==> config.mk <==
export PLATFORM = sky130hd
export DESIGN_NAME = store_bank
export DESIGN_NICKNAME = d
export VERILOG_FILES = /design/src/rtl/store_pkg.sv /design/src/rtl/store_cnt.sv /design/src/rtl/store_bank.sv
export SDC_FILE = /design/constraint.sdc
export NUM_CORES = 1
export LEC_CHECK = 0
export CAP_MARGIN = 20
export CORE_MARGIN = 2
export CORE_UTILIZATION = 35
export CTS_BUF_LIST = sky130_fd_sc_hd__clkbuf_2 sky130_fd_sc_hd__clkbuf_4 sky130_fd_sc_hd__clkbuf_8
export CTS_CLUSTER_SIZE = 16
export DETAILED_ROUTE_END_ITERATION = 16
export GPL_ROUTABILITY_DRIVEN = 0
export PLACE_DENSITY = 0.67
export SLEW_MARGIN = 10
export SYNTH_ARGS = -nofsm -noshare
export SYNTH_HDL_FRONTEND = slang
export SYNTH_HIERARCHICAL = 1
export SYNTH_SLANG_ARGS = --single-unit
==> constraint.sdc <==
create_clock -name clk -period 2 [get_ports clk]
set_clock_uncertainty 0.05 [all_clocks]
set_input_delay 0.2 -clock clk [delete_from_list [all_inputs] [get_ports clk]]
set_output_delay 0.2 -clock clk [all_outputs]
set_load 0.01 [all_outputs]
==> src/rtl/store_pkg.sv <==
`default_nettype none
// ============================================================================
// Module      : store_pkg
// Description : Shared types and sizing helpers for the store_bank slice.
// Revision    : 1.0 - initial multi-channel release
// ============================================================================
package store_pkg;

    typedef enum logic [0:0] {
        IDLE = 1'b0,
        SEND = 1'b1
    } state_t;

    // Channel index width; never narrower than one bit.
    function automatic int f_idx_w(input int ch);
        return (ch < 2) ? 1 : $clog2(ch);
    endfunction

    function automatic int f_maxcnt(input int cw);
        return (1 << cw) - 1;
    endfunction

endpackage
`default_nettype wire

==> src/rtl/store_cnt.sv <==
`default_nettype none
// ============================================================================
// Module      : store_cnt
// Description : One run-length counter; saturating or wrapping increment.
//               Macro STORE_BANK_DECAY_EN: decrement-to-floor instead of clear.
// Revision    : 1.0 - initial multi-channel release
// ============================================================================
module store_cnt
    import store_pkg::*;
#(
    parameter int CW   = 3,
    parameter int WRAP = 0
) (
    input  logic          clk,
    input  logic          rst,
    input  logic          upd,
    input  logic          cur,
    output logic [CW-1:0] count,
    output logic          sat
);

    localparam logic [CW-1:0] c_MAX = CW'(f_maxcnt(CW));

    logic [CW-1:0] r_count;
    logic          r_sat;
    logic [CW-1:0] w_next;

    always_comb begin
        w_next = r_count;
        if (upd) begin
            if (cur) begin
                // Natural CW-bit overflow provides the wrap to zero.
                if ((r_count != c_MAX) || (WRAP != 0)) begin
                    w_next = r_count + 1'b1;
                end
            end else begin
`ifdef STORE_BANK_DECAY_EN
                if (r_count != '0) begin
                    w_next = r_count - 1'b1;
                end
`else
                w_next = '0;
`endif
            end
        end
    end

    always_ff @(posedge clk) begin
        if (rst) begin
            r_count <= '0;
            r_sat   <= 1'b0;
        end else begin
            r_count <= w_next;
            r_sat   <= (w_next == c_MAX);
        end
    end

    assign count = r_count;
    assign sat   = r_sat;

endmodule
`default_nettype wire

==> src/rtl/store_bank.sv <==
`default_nettype none
// ============================================================================
// Module      : store_bank
// Description : CH run-length counters with an atomic snapshot streamed out
//               one channel per valid/ready beat. Honours STORE_BANK_DECAY_EN.
// Revision    : 1.0 - initial multi-channel release
// ============================================================================
module store_bank
    import store_pkg::*;
#(
    parameter int CH   = 4,
    parameter int CW   = 3,
    parameter int TW   = 3,
    parameter int WRAP = 0
) (
    input  logic                   clk,
    input  logic                   rst,
    input  logic [CH-1:0]          current,
    input  logic [TW-1:0]          trigger,
    input  logic                   snap_req,
    output logic [CH*CW-1:0]       dc_control,
    output logic [CH-1:0]          sat,
    output logic                   out_valid,
    input  logic                   out_ready,
    output logic [f_idx_w(CH)-1:0] out_ch,
    output logic [CW-1:0]          out_count,
    output logic                   out_last,
    output logic                   busy
);

    localparam int              IW     = f_idx_w(CH);
    localparam logic [IW-1:0]   c_LAST = IW'(CH - 1);

    logic          w_upd;
    logic [CW-1:0] w_count [CH];

    assign w_upd = (trigger == '0);

    generate
        for (genvar gi = 0; gi < CH; gi++) begin : g_ch
            store_cnt #(
                .CW   (CW),
                .WRAP (WRAP)
            ) u_cnt (
                .clk   (clk),
                .rst   (rst),
                .upd   (w_upd),
                .cur   (current[gi]),
                .count (w_count[gi]),
                .sat   (sat[gi])
            );
            assign dc_control[gi*CW +: CW] = w_count[gi];
        end
    endgenerate

    state_t        r_state;
    state_t        w_state_nxt;
    logic [IW-1:0] r_idx;
    logic [IW-1:0] w_idx_nxt;
    logic          w_capture;
    logic [CW-1:0] r_shadow [CH];

    always_comb begin
        w_state_nxt = r_state;
        w_idx_nxt   = r_idx;
        w_capture   = 1'b0;
        case (r_state)
            IDLE: begin
                if (snap_req) begin
                    w_capture   = 1'b1;
                    w_idx_nxt   = '0;
                    w_state_nxt = SEND;
                end
            end
            SEND: begin
                if (out_ready) begin
                    if (r_idx == c_LAST) begin
                        w_state_nxt = IDLE;
                    end else begin
                        w_idx_nxt = r_idx + 1'b1;
                    end
                end
            end
            default: w_state_nxt = IDLE;
        endcase
    end

    // Shadows sample the counter registers, i.e. the pre-update value.
    always_ff @(posedge clk) begin
        if (rst) begin
            r_state <= IDLE;
            r_idx   <= '0;
            for (int i = 0; i < CH; i++) begin
                r_shadow[i] <= '0;
            end
        end else begin
            r_state <= w_state_nxt;
            r_idx   <= w_idx_nxt;
            if (w_capture) begin
                for (int i = 0; i < CH; i++) begin
                    r_shadow[i] <= w_count[i];
                end
            end
        end
    end

    assign out_valid = (r_state == SEND);
    assign busy      = (r_state == SEND);
    assign out_ch    = r_idx;
    assign out_count = r_shadow[r_idx];
    assign out_last  = (r_state == SEND) && (r_idx == c_LAST);

endmodule
`default_nettype wire

==> flow_metrics.tcl <==
set metrics [dict create \
    yosys.area.top_type_share_pct 27.8 \
    worstHoldEndpoint "out_ch[0]" \
    layout.area.seq_sq_um 782 \
    ant_nets 0 \
    grt_antenna_before_repair 0 \
    multi_input_area_sq_um 668 \
    cap_violations 0 \
    finalSetupViolations 0 \
    yosysWarningCount 6 \
    gr-total-overflow 0 \
    drt-initial-drc-count 30 \
    numPortBuffers 34 \
    root_buffer "clkbuf_8" \
    synth_top_family_by_area "compound AO/OA/AOI/OAI gates" \
    min_from "out_ch[0]" \
    diodes 0 \
    netlist.top_cell.by_area "dfxtp_1" \
    grt_max_degree 19 \
    tritoncts "done" \
    synth_area_sq_mm 0.00151 \
    htreeDepth 2 \
    fin_crit_sh_pct 96.0 \
    coreArea_sq_mm 0.00409 \
    die_h_um 69.7 \
    wl_per_cell_um 12.7 \
    setup_tns_ns 0 \
    cts.path.max_buffers 2 \
    fin_crit_ns 1.92 \
    leakage_nw 0.768 \
    rsz0062_at_grt "no" \
    drive_above_1_share_pct 14.3 \
    hold_path_class "flop to flop" \
    cts_hold_buf 0 \
    synthCells 133 \
    synthMuxAreaShare_pct 4.97 \
    die_area_sq_mm 0.00486 \
    dr_total_vias 1104 \
    area_growth_syn_to_layout_pct 32.3 \
    drt-total-wl_mm 2.86 \
    hpwl_mm 2.19 \
    numClockSinks 33 \
    timing.rr.start "busy" \
    dr.pass1.iters 4 \
    seq_area_frac_synth_pct 51.7 \
    num_rows 23 \
    power_density_mw_per_mm2 656 \
    critical_path_class "flop to output pin" \
    cts_setup_buffers 0 \
    r2r_cells 2 \
    cp.required_ns 1.75 \
    drv_slew 0 \
    nets 190 \
    postSynthNetCount 149 \
    synthAdderAreaFrac_pct 4.14 \
    postLayoutCoreUtil_pct 48.9 \
    drc_errors 0 \
    clkTransAtPathRegs_ns 0.06 \
    path_max_fanout 3 \
    die_w_um 69.7 \
    ir_drop_v 0.000270 \
    fillerInstances 377 \
    grt_pass1_wl_mm 5.00 \
    vias_per_cell 4.91 \
    track_usage_pct 12.9 \
    relSlewSlack_pct 69.5 \
    cp.arrival_ns 1.67 \
    reg2reg_to "r_shadow[1][1]" \
    cts_buffers 5 \
    reg2reg_slack_ns 0.60 \
    hold_viol_final 0 \
    holdPathStages 2 \
    ys_types 28 \
    status "finished clean" \
    synthXorXnorAreaFrac_pct 2.32 \
    io_pins 35 \
    floorplan.initialDensity_pct 37.0 \
    max_slew.worst_pin.slew_ns 0.457 \
    clock_latency_ns 0.28 \
    synth-compound-area-share_pct 17.9 \
    crit_path_end_kind "output pin" \
    maxClockFrequency_ghz 0.521 \
    synthSimpleGateAreaFrac_pct 14.9 \
    grt_pass1_vias 1118 \
    ys_ff_latch 33 \
    synth_area_leaders "dfxtp_1 28%, edfxtp_1 24%, a21oi_1 4.3%, ha_1 4.1%, mux4_1 3.5%" \
    syn_avg_cell_area_sq_um 11.4 \
    crit_path_start_kind "flop" \
]
==> per-layer routing <==
layer | part of all wire (%) | vias to the layer above | global-route usage (%) | wire [um]
met5 | 0 | - | 0 | 0
met3 | 4.2 | 6 | 3.34 | 119
met1 | 45 | 510 | 15.2 | 1280
li1 | - | 565 | - | -
met4 | 1.8 | 0 | 7.05 | 51
met2 | 49 | 23 | 21.5 | 1410
==> critical path: stages (launching register included) <==
cell and delay, ns:
dfxtp_2 0.36, mux4_1 0.55, clkdlybuf4s50_1 0.49
==> worst max-delay path by stage <==
stage,end,slack (ns),depth (start not counted)
floorplan,g_ch[0].u_cnt/sat,0.23,4
global route,out_count[1],0.03,2
detailed placement,g_ch[3].u_cnt/sat,0.27,6
finish,out_count[1],0.08,2
global placement,g_ch[1].u_cnt/sat,0.33,6
CTS,out_count[1],0.005,2
==> sequential cells by signal, summed over array words and instances (netlist names), named ones only <==
| name | cells |
|---|---|
| g_ch.u_cnt/count | 12 |
| r_shadow | 12 |
| g_ch.u_cnt/sat | 4 |
| out_ch | 2 |
| busy | 1 |
==> kinds of logic after synthesis <==
group	after synthesis
AOI/OAI and AO/OA	38
and+or+nand+nor	35
DFF	33
buffers and inverters	15
adders and majority gates	5
xor gates and xnor gates	4
muxes	3
==> area by class of cell <==
cell class / instances / share of cell area (%)
multi-input cells: 85 / 33.4
clock inverters: 3 / 0.626
inverters: 13 / 2.44
repair buffers: 36 / 17.8
clock buffers: 5 / 3.44
well taps: 50 / 3.13
flip-flops and latches: 33 / 39.1
==> report_power, final <==
group	internal (mW)	switching, mW	leakage (nW)	total, mW
Sequential	0.716	0.0127	0.300	0.728
Combinational	0.0629	0.0521	0.424	0.115
Clock	0.234	0.233	0.0430	0.467
Total	1.01	0.298	0.768	1.31
==> synthesized netlist by cell type (all sizes together) <==
library cell   n
dfxtp         21
a21oi         13
and2          13
inv           13
edfxtp        12
o21ai         10
a211oi         5
ha             5
nand3b         5
a211o          4
a21boi         4
and3           4
nand2b         4
nand3          4
xnor2          4
mux4           3
nor2           2
o32ai          2
buf            1
clkbuf         1
nor3           1
or2b           1
or3            1
==> through the flow <==
stage | setup WS [ns] | hold slack (ns) | cell area (sq um) | instances | power, mW
finish | 0.0807 | 0.484 | 2000 | 225 | 1.31
floorplan | 0.233 | 0.219 | 1510 | 133 | 0.795
detailed placement | 0.271 | 0.475 | 1920 | 217 | 0.859
CTS | 0.00539 | 0.489 | 2000 | 225 | 1.32
global route | 0.0254 | 0.528 | 2000 | 225 | 1.36
global placement | 0.326 | 0.463 | 1920 | 217 | 0.855
==> repair_timing <==
action | in CTS | in global routing
resized for setup | 0 | 1
setup endpoints to repair | 0 | 2
hold endpoints to repair | 0 | 0
==> cell usage in the layout, fill, tap and decap left out, types with 4 or more instances in the layout <==
master,Yosys,layout
nand3b_1,5,5
ha_1,5,5
inv_1,13,13
o21ai_0,6,6
dfxtp_1,21,20
and3_1,4,4
clkdlybuf4s50_1,0,34
a21oi_1,13,13
xnor2_1,4,4
clkbuf_8,0,5
edfxtp_1,12,12
and2_2,6,6
and2_1,7,7
o21ai_1,4,4
nand2b_1,4,4
nand3_1,4,4
a211o_1,4,4
a21boi_2,4,4
a211oi_2,4,4
No activity file was read; power rests on OpenSTA's default activity.
